## config.mk

```make
export PLATFORM = sky130hd
export DESIGN_NAME = register_write_sequencer
export DESIGN_NICKNAME = d
export VERILOG_FILES = /design/src/rtl/register_write_sequencer.sv
export SDC_FILE = /design/constraint.sdc
export NUM_CORES = 1
export LEC_CHECK = 0
export CORE_AREA = 8 8 71 73
export CTS_CLUSTER_DIAMETER = 40
export DETAILED_ROUTE_END_ITERATION = 6
export DIE_AREA = 0 0 79 81
export PLACE_DENSITY = 0.73
export SYNTH_ARGS = -nofsm -noshare
export SYNTH_HDL_FRONTEND = slang
export SYNTH_SLANG_ARGS = --single-unit
```

## constraint.sdc

```tcl
create_clock -name CLK -period 1.64 [get_ports CLK]
set_input_delay 0.246 -clock CLK [delete_from_list [all_inputs] [get_ports CLK]]
set_output_delay 0.246 -clock CLK [all_outputs]
set_load 0.02 [all_outputs]
```

## src/rtl/register_write_sequencer.sv

```systemverilog
// Write sequencer for a NAND-latch register bank: drives a shared DIN bus and a
// glitch-free one-hot strobe with DIN setup and hold around the strobe.
module register_write_sequencer #(
  parameter int  NUM_REGS      = 8,
  parameter int  SETUP_CYCLES  = 1,
  parameter int  STROBE_CYCLES = 1,
  parameter int  HOLD_CYCLES   = 1,
  localparam int ADDR_W        = (NUM_REGS > 1) ? $clog2(NUM_REGS) : 1
) (
  input  logic                CLK,
  input  logic                notRESET,
  input  logic                REQ_VALID,
  output logic                REQ_READY,
  input  logic [ADDR_W-1:0]   REQ_ADDR,
  input  logic [15:0]         REQ_DATA,
  output logic [15:0]         REG_DIN,
  output logic [NUM_REGS-1:0] REG_W,
  output logic                DONE,
  output logic                ERR
);

  localparam int MAX_CYC = (SETUP_CYCLES > STROBE_CYCLES)
                         ? ((SETUP_CYCLES > HOLD_CYCLES) ? SETUP_CYCLES : HOLD_CYCLES)
                         : ((STROBE_CYCLES > HOLD_CYCLES) ? STROBE_CYCLES : HOLD_CYCLES);
  localparam int CNT_W   = $clog2(MAX_CYC + 1);

  localparam logic [CNT_W-1:0] SETUP_LOAD  = CNT_W'(SETUP_CYCLES - 1);
  localparam logic [CNT_W-1:0] STROBE_LOAD = CNT_W'(STROBE_CYCLES - 1);
  localparam logic [CNT_W-1:0] HOLD_LOAD   = CNT_W'(HOLD_CYCLES - 1);

  localparam logic [ADDR_W:0]  NUM_REGS_W  = NUM_REGS[ADDR_W:0];

  localparam logic [1:0] S_IDLE   = 2'd0;
  localparam logic [1:0] S_SETUP  = 2'd1;
  localparam logic [1:0] S_STROBE = 2'd2;
  localparam logic [1:0] S_HOLD   = 2'd3;

  logic [1:0]          r_state;
  logic [CNT_W-1:0]    r_cnt;
  logic [NUM_REGS-1:0] r_mask;
  logic                r_oor;
  logic                r_ready;
  logic [15:0]         r_din;
  logic [NUM_REGS-1:0] r_reg_w;
  logic                r_done;
  logic                r_err;

  logic [1:0]          w_state_nxt;
  logic [CNT_W-1:0]    w_cnt_nxt;
  logic                w_accept;
  logic                w_req_in_range;
  logic [NUM_REGS-1:0] w_req_mask;

  // The strobe pattern is decoded at capture time so REG_W is a plain copy of a flop.
  assign w_req_in_range = {1'b0, REQ_ADDR} < NUM_REGS_W;
  assign w_req_mask     = w_req_in_range ? (NUM_REGS'(1) << REQ_ADDR) : '0;

  always_comb begin
    // NOTE: every output of this block gets a default first, so no path leaves a latch.
    w_state_nxt = r_state;
    w_cnt_nxt   = r_cnt;
    w_accept    = 1'b0;
    case (r_state)
      S_IDLE: begin
        if (REQ_VALID && r_ready) begin
          w_accept    = 1'b1;
          w_state_nxt = S_SETUP;
          w_cnt_nxt   = SETUP_LOAD;
        end
      end
      S_SETUP: begin
        if (r_cnt == '0) begin
          w_state_nxt = S_STROBE;
          w_cnt_nxt   = STROBE_LOAD;
        end else begin
          w_cnt_nxt = r_cnt - CNT_W'(1);
        end
      end
      S_STROBE: begin
        if (r_cnt == '0) begin
          w_state_nxt = S_HOLD;
          w_cnt_nxt   = HOLD_LOAD;
        end else begin
          w_cnt_nxt = r_cnt - CNT_W'(1);
        end
      end
      S_HOLD: begin
        if (r_cnt == '0) begin
          w_state_nxt = S_IDLE;
          w_cnt_nxt   = '0;
        end else begin
          w_cnt_nxt = r_cnt - CNT_W'(1);
        end
      end
      default: begin
        w_state_nxt = S_IDLE;
        w_cnt_nxt   = '0;
      end
    endcase
  end

  // Outputs are registered from the next-state values so each one is a bare flop.
  always_ff @(posedge CLK or negedge notRESET) begin
    if (!notRESET) begin
      r_state <= S_IDLE;
      r_cnt   <= '0;
      r_mask  <= '0;
      r_oor   <= 1'b0;
      r_ready <= 1'b1;
      r_din   <= 16'h0000;
      r_reg_w <= '0;
      r_done  <= 1'b0;
      r_err   <= 1'b0;
    end else begin
      // NOTE: non-blocking assignments keep every flop reading pre-edge values.
      r_state <= w_state_nxt;
      r_cnt   <= w_cnt_nxt;
      if (w_accept) begin
        r_din  <= REQ_DATA;
        r_mask <= w_req_mask;
        r_oor  <= ~w_req_in_range;
      end
      r_ready <= (w_state_nxt == S_IDLE);
      r_reg_w <= (w_state_nxt == S_STROBE) ? r_mask : '0;
      r_done  <= (w_state_nxt == S_HOLD) && (w_cnt_nxt == '0);
      r_err   <= (w_state_nxt == S_HOLD) && (w_cnt_nxt == '0) && r_oor;
    end
  end

  assign REQ_READY = r_ready;
  assign REG_DIN   = r_din;
  assign REG_W     = r_reg_w;
  assign DONE      = r_done;
  assign ERR       = r_err;

endmodule

```

Word-level counts from Yosys, hierarchy flattened

Index checks and enable logic that the tools add are counted.

Equal/unequal tests: 5
Add/subtract/negate cells: 1
Reduce and logical (&&, ||, !) cells: 5
Shifts and indexed selects: 1
Bitwise operators: 1
Multiplexer cells: 11

Operators by type and width:

| cell                | number |
|---|---|
| $eq 2x2->1 const B  | 4 |
| $mux 2              | 4 |
| $mux 8              | 1 |
| $pmux 2 s4          | 1 |
| $shl 1x3->8 const A | 1 |
| $logic_not 2->1     | 2 |
| $mux 1              | 4 |
| $reduce_or 3->1     | 1 |
| $eq 2x1->1 const B  | 1 |
| $logic_and 1x1->1   | 2 |
| $pmux 1 s2          | 1 |
| $not 1->1           | 1 |
| $sub 1x1->1 const B | 1 |

Output and inout port bits: 27
Logic and storage cells: 31
Bits in registers: 37

Logic depth before layout (Yosys ltp)

Depth after elaboration: 5
Mapped depth: 4
Depth with buffers taken out: 2

Worst setup path before layout

No wires, ideal clock.

Kind: register to register
Start point: reg r_ready (netlist: REQ_READY)
End point: reg r_din[10] (netlist: REG_DIN[10])
Clock period less this slack: 1.620 ns
Required time: 1.515 ns
Path buffers: 2
Arrival: 1.495 ns
Library setup time: 0.125 ns
Slack: 0.020 ns
Cell stages (with the launch flop): 5
Cell sequence: dfstp_2 nor4bb_1 buf_4 buf_12 mux2_4

Cells in the longest elaborated chain, start to end: 3

RTL lines:

| element                | RTL line | text |
|---|---|---|
| start, declared        | 42       | `logic r_ready;` |
| start signal, assigned | 123      | `r_ready <= (w_state_nxt == S_IDLE);` |
| $logic_and 1x1->1      | 65       | `if (REQ_VALID && r_ready) begin` |
| $mux 1                 | 65       |  |
| $mux 1                 | 63       | `case (r_state)` |
| end signal, assigned   | 110      | `r_din <= 16'h0000;` |
| end signal, assigned   | 119      | `r_din <= REQ_DATA;` |
| end, declared          | 43       | `logic [15:0] r_din;` |

No other way between the ends.
A chain may end at the register's enable or synchronous reset.

Final worst setup path

Start point: reg r_ready (netlist: REQ_READY)
End point: reg r_din[4] (netlist: REG_DIN[4])

The elaborated chain is that of the path after synthesis.

==> summary.txt <==
Timing
  • Min Hold Slack: 0.4325 ns
  • Fin crit share: 0.9283
  • Final setup TNS: 0 ns
  • Tmin final: 1.522 ns
  • Max-slew violations: 0
  • Max Clock Skew: between 0.007 and 0.008 ns
  • RSZ-0062 raised after global routing: no
  • Setup ws final: 0.1176 ns
  • Max Clock Freq: 656.8 MHz
  • Final Hold Vio Count: 0
  • Final setup vio count: 0

Critical path
  • Crit path max-delay family: flip-flops
  • Worst path cell trace: nor4bb_4, buf_4, buf_12, mux2_2
  • Endpoint class of the critical path: register
  • Req. time, crit path: 1.80 ns
  • Worst R2R Setup Slack: 0.12 ns
  • Worst EP arrival: around 1.7 ns
  • Critical Path Slowest Stage Cell: dfstp_2
  • Startpoint class of the critical path: register
  • Worst path max stage delay: approximately 0.54 ns
  • Crit Path Category: register to register
  • Max FO, Critical Path: 13
  • Bufs and invs on worst path: 2

Pwr
  • VDD IR max: between 0.7 and 0.8 mV
  • Switching share of power: 0.3126
  • Part of the power in registers: 0.383
  • Tot Pwr: 3.889 mW
  • PD cells: 1759 mW/mm2
  • Combinational Power Share: 0.457
  • Switching power: 1.216 mW
  • P_int: 2.673 mW
  • Lkg Pwr: 0.9757 nW
  • Clock power share: 0.159

Flow run
  • Max_cap viols: 0

Synth
  • Netlist cell types: 24
  • Post-synth EDFFs: 0
  • Synth Warn #: 0
  • FFs w/ async S/R, synth: 1.000
  • Post-Syn Instances: 97
  • Post-synth top area cell: dfrtp_1
  • Register area share after synthesis: 0.5985
  • Syn_area_per_cell: approximately 16 um2
  • Syn Std Cell Area: 0.001549 mm2
  • Synth top area cells: dfrtp_1, mux2_4, mux2_2
  • Synth Flop Type: dfrtp_1
  • Share of the synthesized area in the top cell type: 0.5816
  • Syn_nets: between 100 and 150
  • Seq cells post-synth: 37

Clock network
  • Root Driver: clkbuf_8
  • Longest Clk Path Bufs: 2
  • Htree depth: 2
  • Clock latency on the worst-skew pair: 0.28 ns
  • Cts bufs inserted: 5
  • Clock Sink Count: 37
  • CTS tree: done
  • Worst-path clk slew: 0.07 ns

Final layout
  • Core Util, Final: 0.5649
  • Cell area after layout: between 0.002 and 0.0025 mm2
  • Reg area: 927.1 um2
  • ANT cells: 0
  • FILL cells: about 340
  • Area delta synth->final: 42.73%
  • Layout net count: between 150 and 200
  • Area of the multi-input gates: 574.3 um2
  • Layout cells sized above 1: 0.2662
  • Fin cells: 204

Global route
  • Number of global-route vias before repair: 1,003
  • GRT Util Overall: 0.1046
  • Initial antenna violation count: 0
  • Total grt overflow: 0
  • First-pass GRT wire length: 5.271 mm
  • Largest net degree at the start of global routing: 27

Floorplan
  • Die H: 81 um
  • Core Region: ~0.004 mm2
  • Die area: around 0.0064 mm2
  • Site Rows: 23
  • I/O pin count: 49
  • Starting Density: 0.3958
  • Die width: 79 um

Outcome
  • Outcome: finished, final reports clean

Place
  • Area post-placement: 0.002083 mm2
  • Port bufs: 47
  • HPWL after detailed placement: 2.255 mm
  • Placed insts: 194
  • Pre-CTS setup slack: -0.09958 ns
  • Global placement routability congestion: 0.6994

Routing
  • Final WL: between 3 and 4 mm
  • Initial DRC count: 29
  • DRT antenna net count: 0
  • TritonRoute pass-1 iters: 5
  • Vias post-DR: 957
  • Post-DR vias/cell: approximately 4.7
  • Drt wl/cell: 15.75 um
  • Drt drc: 0

Min path
  • HP Class: primary input to asynchronous set/reset pin
-- cells in the mapped netlist (all sizes together) (2+ instances only) --
cell    count
and3        2
nand3b      2
a21boi      8
and3b       3
mux2       24
buf         4
nor3b       4
dfrtp      36
-- layout by cell type, fill, tap and decap left out --
cell and n:
buf_12 1, or2b_1 1, conb_1 1, a21oi_1 1, or2_2 1, a211o_1 1
nor3b_1 4, clkbuf_8 6, nor4bb_4 1, a21boi_0 8, or3b_1 1, dfrtp_1 36
and3_1 2, buf_2 1, clkbuf_1 1, mux2_2 6, mux2_4 18, nand2b_1 1
clkdlybuf4s50_1 45, dlygate4sd3_1 1, nor3_1 1, xnor2_1 1, a211oi_1 1, nand3b_1 2
dlygate4sd2_1 1, dfstp_2 1, inv_1 1, clkbuf_16 1, buf_4 5, and3b_1 3
-- kinds of logic after synthesis --
family                    count (synthesis)  share of synthesized area
DFF                                      37                     0.5985
AOI/OAI and AO/OA                        11                    0.05251
buffers and inverters                     6                    0.04038
muxes                                    24                     0.2181
other                                     1                   0.002421
xor gates and xnor gates                  1                   0.005655
and+or+nand+nor                          17                    0.08240
-- routing by layer --
layer	wire [um]	up-vias	GRT usage
li1	-	451	-
met1	1381	471	0.1249
met2	1561	30	0.1652
met3	214	5	0.04084
met4	57	0	0.04444
met5	0	-	0
-- worst reg2reg max path, stage by stage, from the launching register on --
cell and delay [ns]:
dfstp_2 0.54, nor4bb_4 0.18, buf_4 0.18, buf_12 0.16, mux2_2 0.34
-- worst paths after layout --
path	startpoint	to	cells after the start
min in group CLK	r_mask[5]	r_mask[5]	1
max in group asynchronous	notRESET	r_mask[7]	3
min	notRESET	REG_DIN[5]	2
max reg2reg	REQ_READY	REG_DIN[4]	4
max	REQ_READY	REG_DIN[4]	4
min reg2reg	r_mask[5]	r_mask[5]	1
-- final cells by class --
| class | instances | share of cell area |
|---|---|---|
| Inverter | 1 | 0.001698 |
| Sequential cell | 37 | 0.4194 |
| Timing Repair Buffer | 55 | 0.2518 |
| Multi-Input combinational cell | 54 | 0.2598 |
| Tap cell | 50 | 0.02830 |
| Clock buffer | 7 | 0.03905 |
-- state kept, by name, summed over array words and instances (netlist names) --
register and count:
REG_DIN 16, REQ_READY 1, REG_W 8, r_mask 8
r_state 2, r_cnt 1, DONE 1
-- power by group through the flow --
stage / sequential, mW / clock (mW) / combinational (mW)
after CTS: 1.50 / 0.645 / 1.77
after global placement: 1.49 / 0 / 1.74
after global routing: 1.54 / 0.689 / 1.89
after detailed placement: 1.51 / 0 / 1.76
after floorplan: 1.80 / 0 / 0.713
final: 1.49 / 0.620 / 1.78
-- timing repair --
item,CTS,global route
endpoints found under the setup margin,1,14
hold buffers,1,0
hold endpoints to repair,17,0
cloned,0,1
buffers inserted,0,1
resized for setup,1,0
pin swaps,0,1
(Power assumes the default switching activity.)
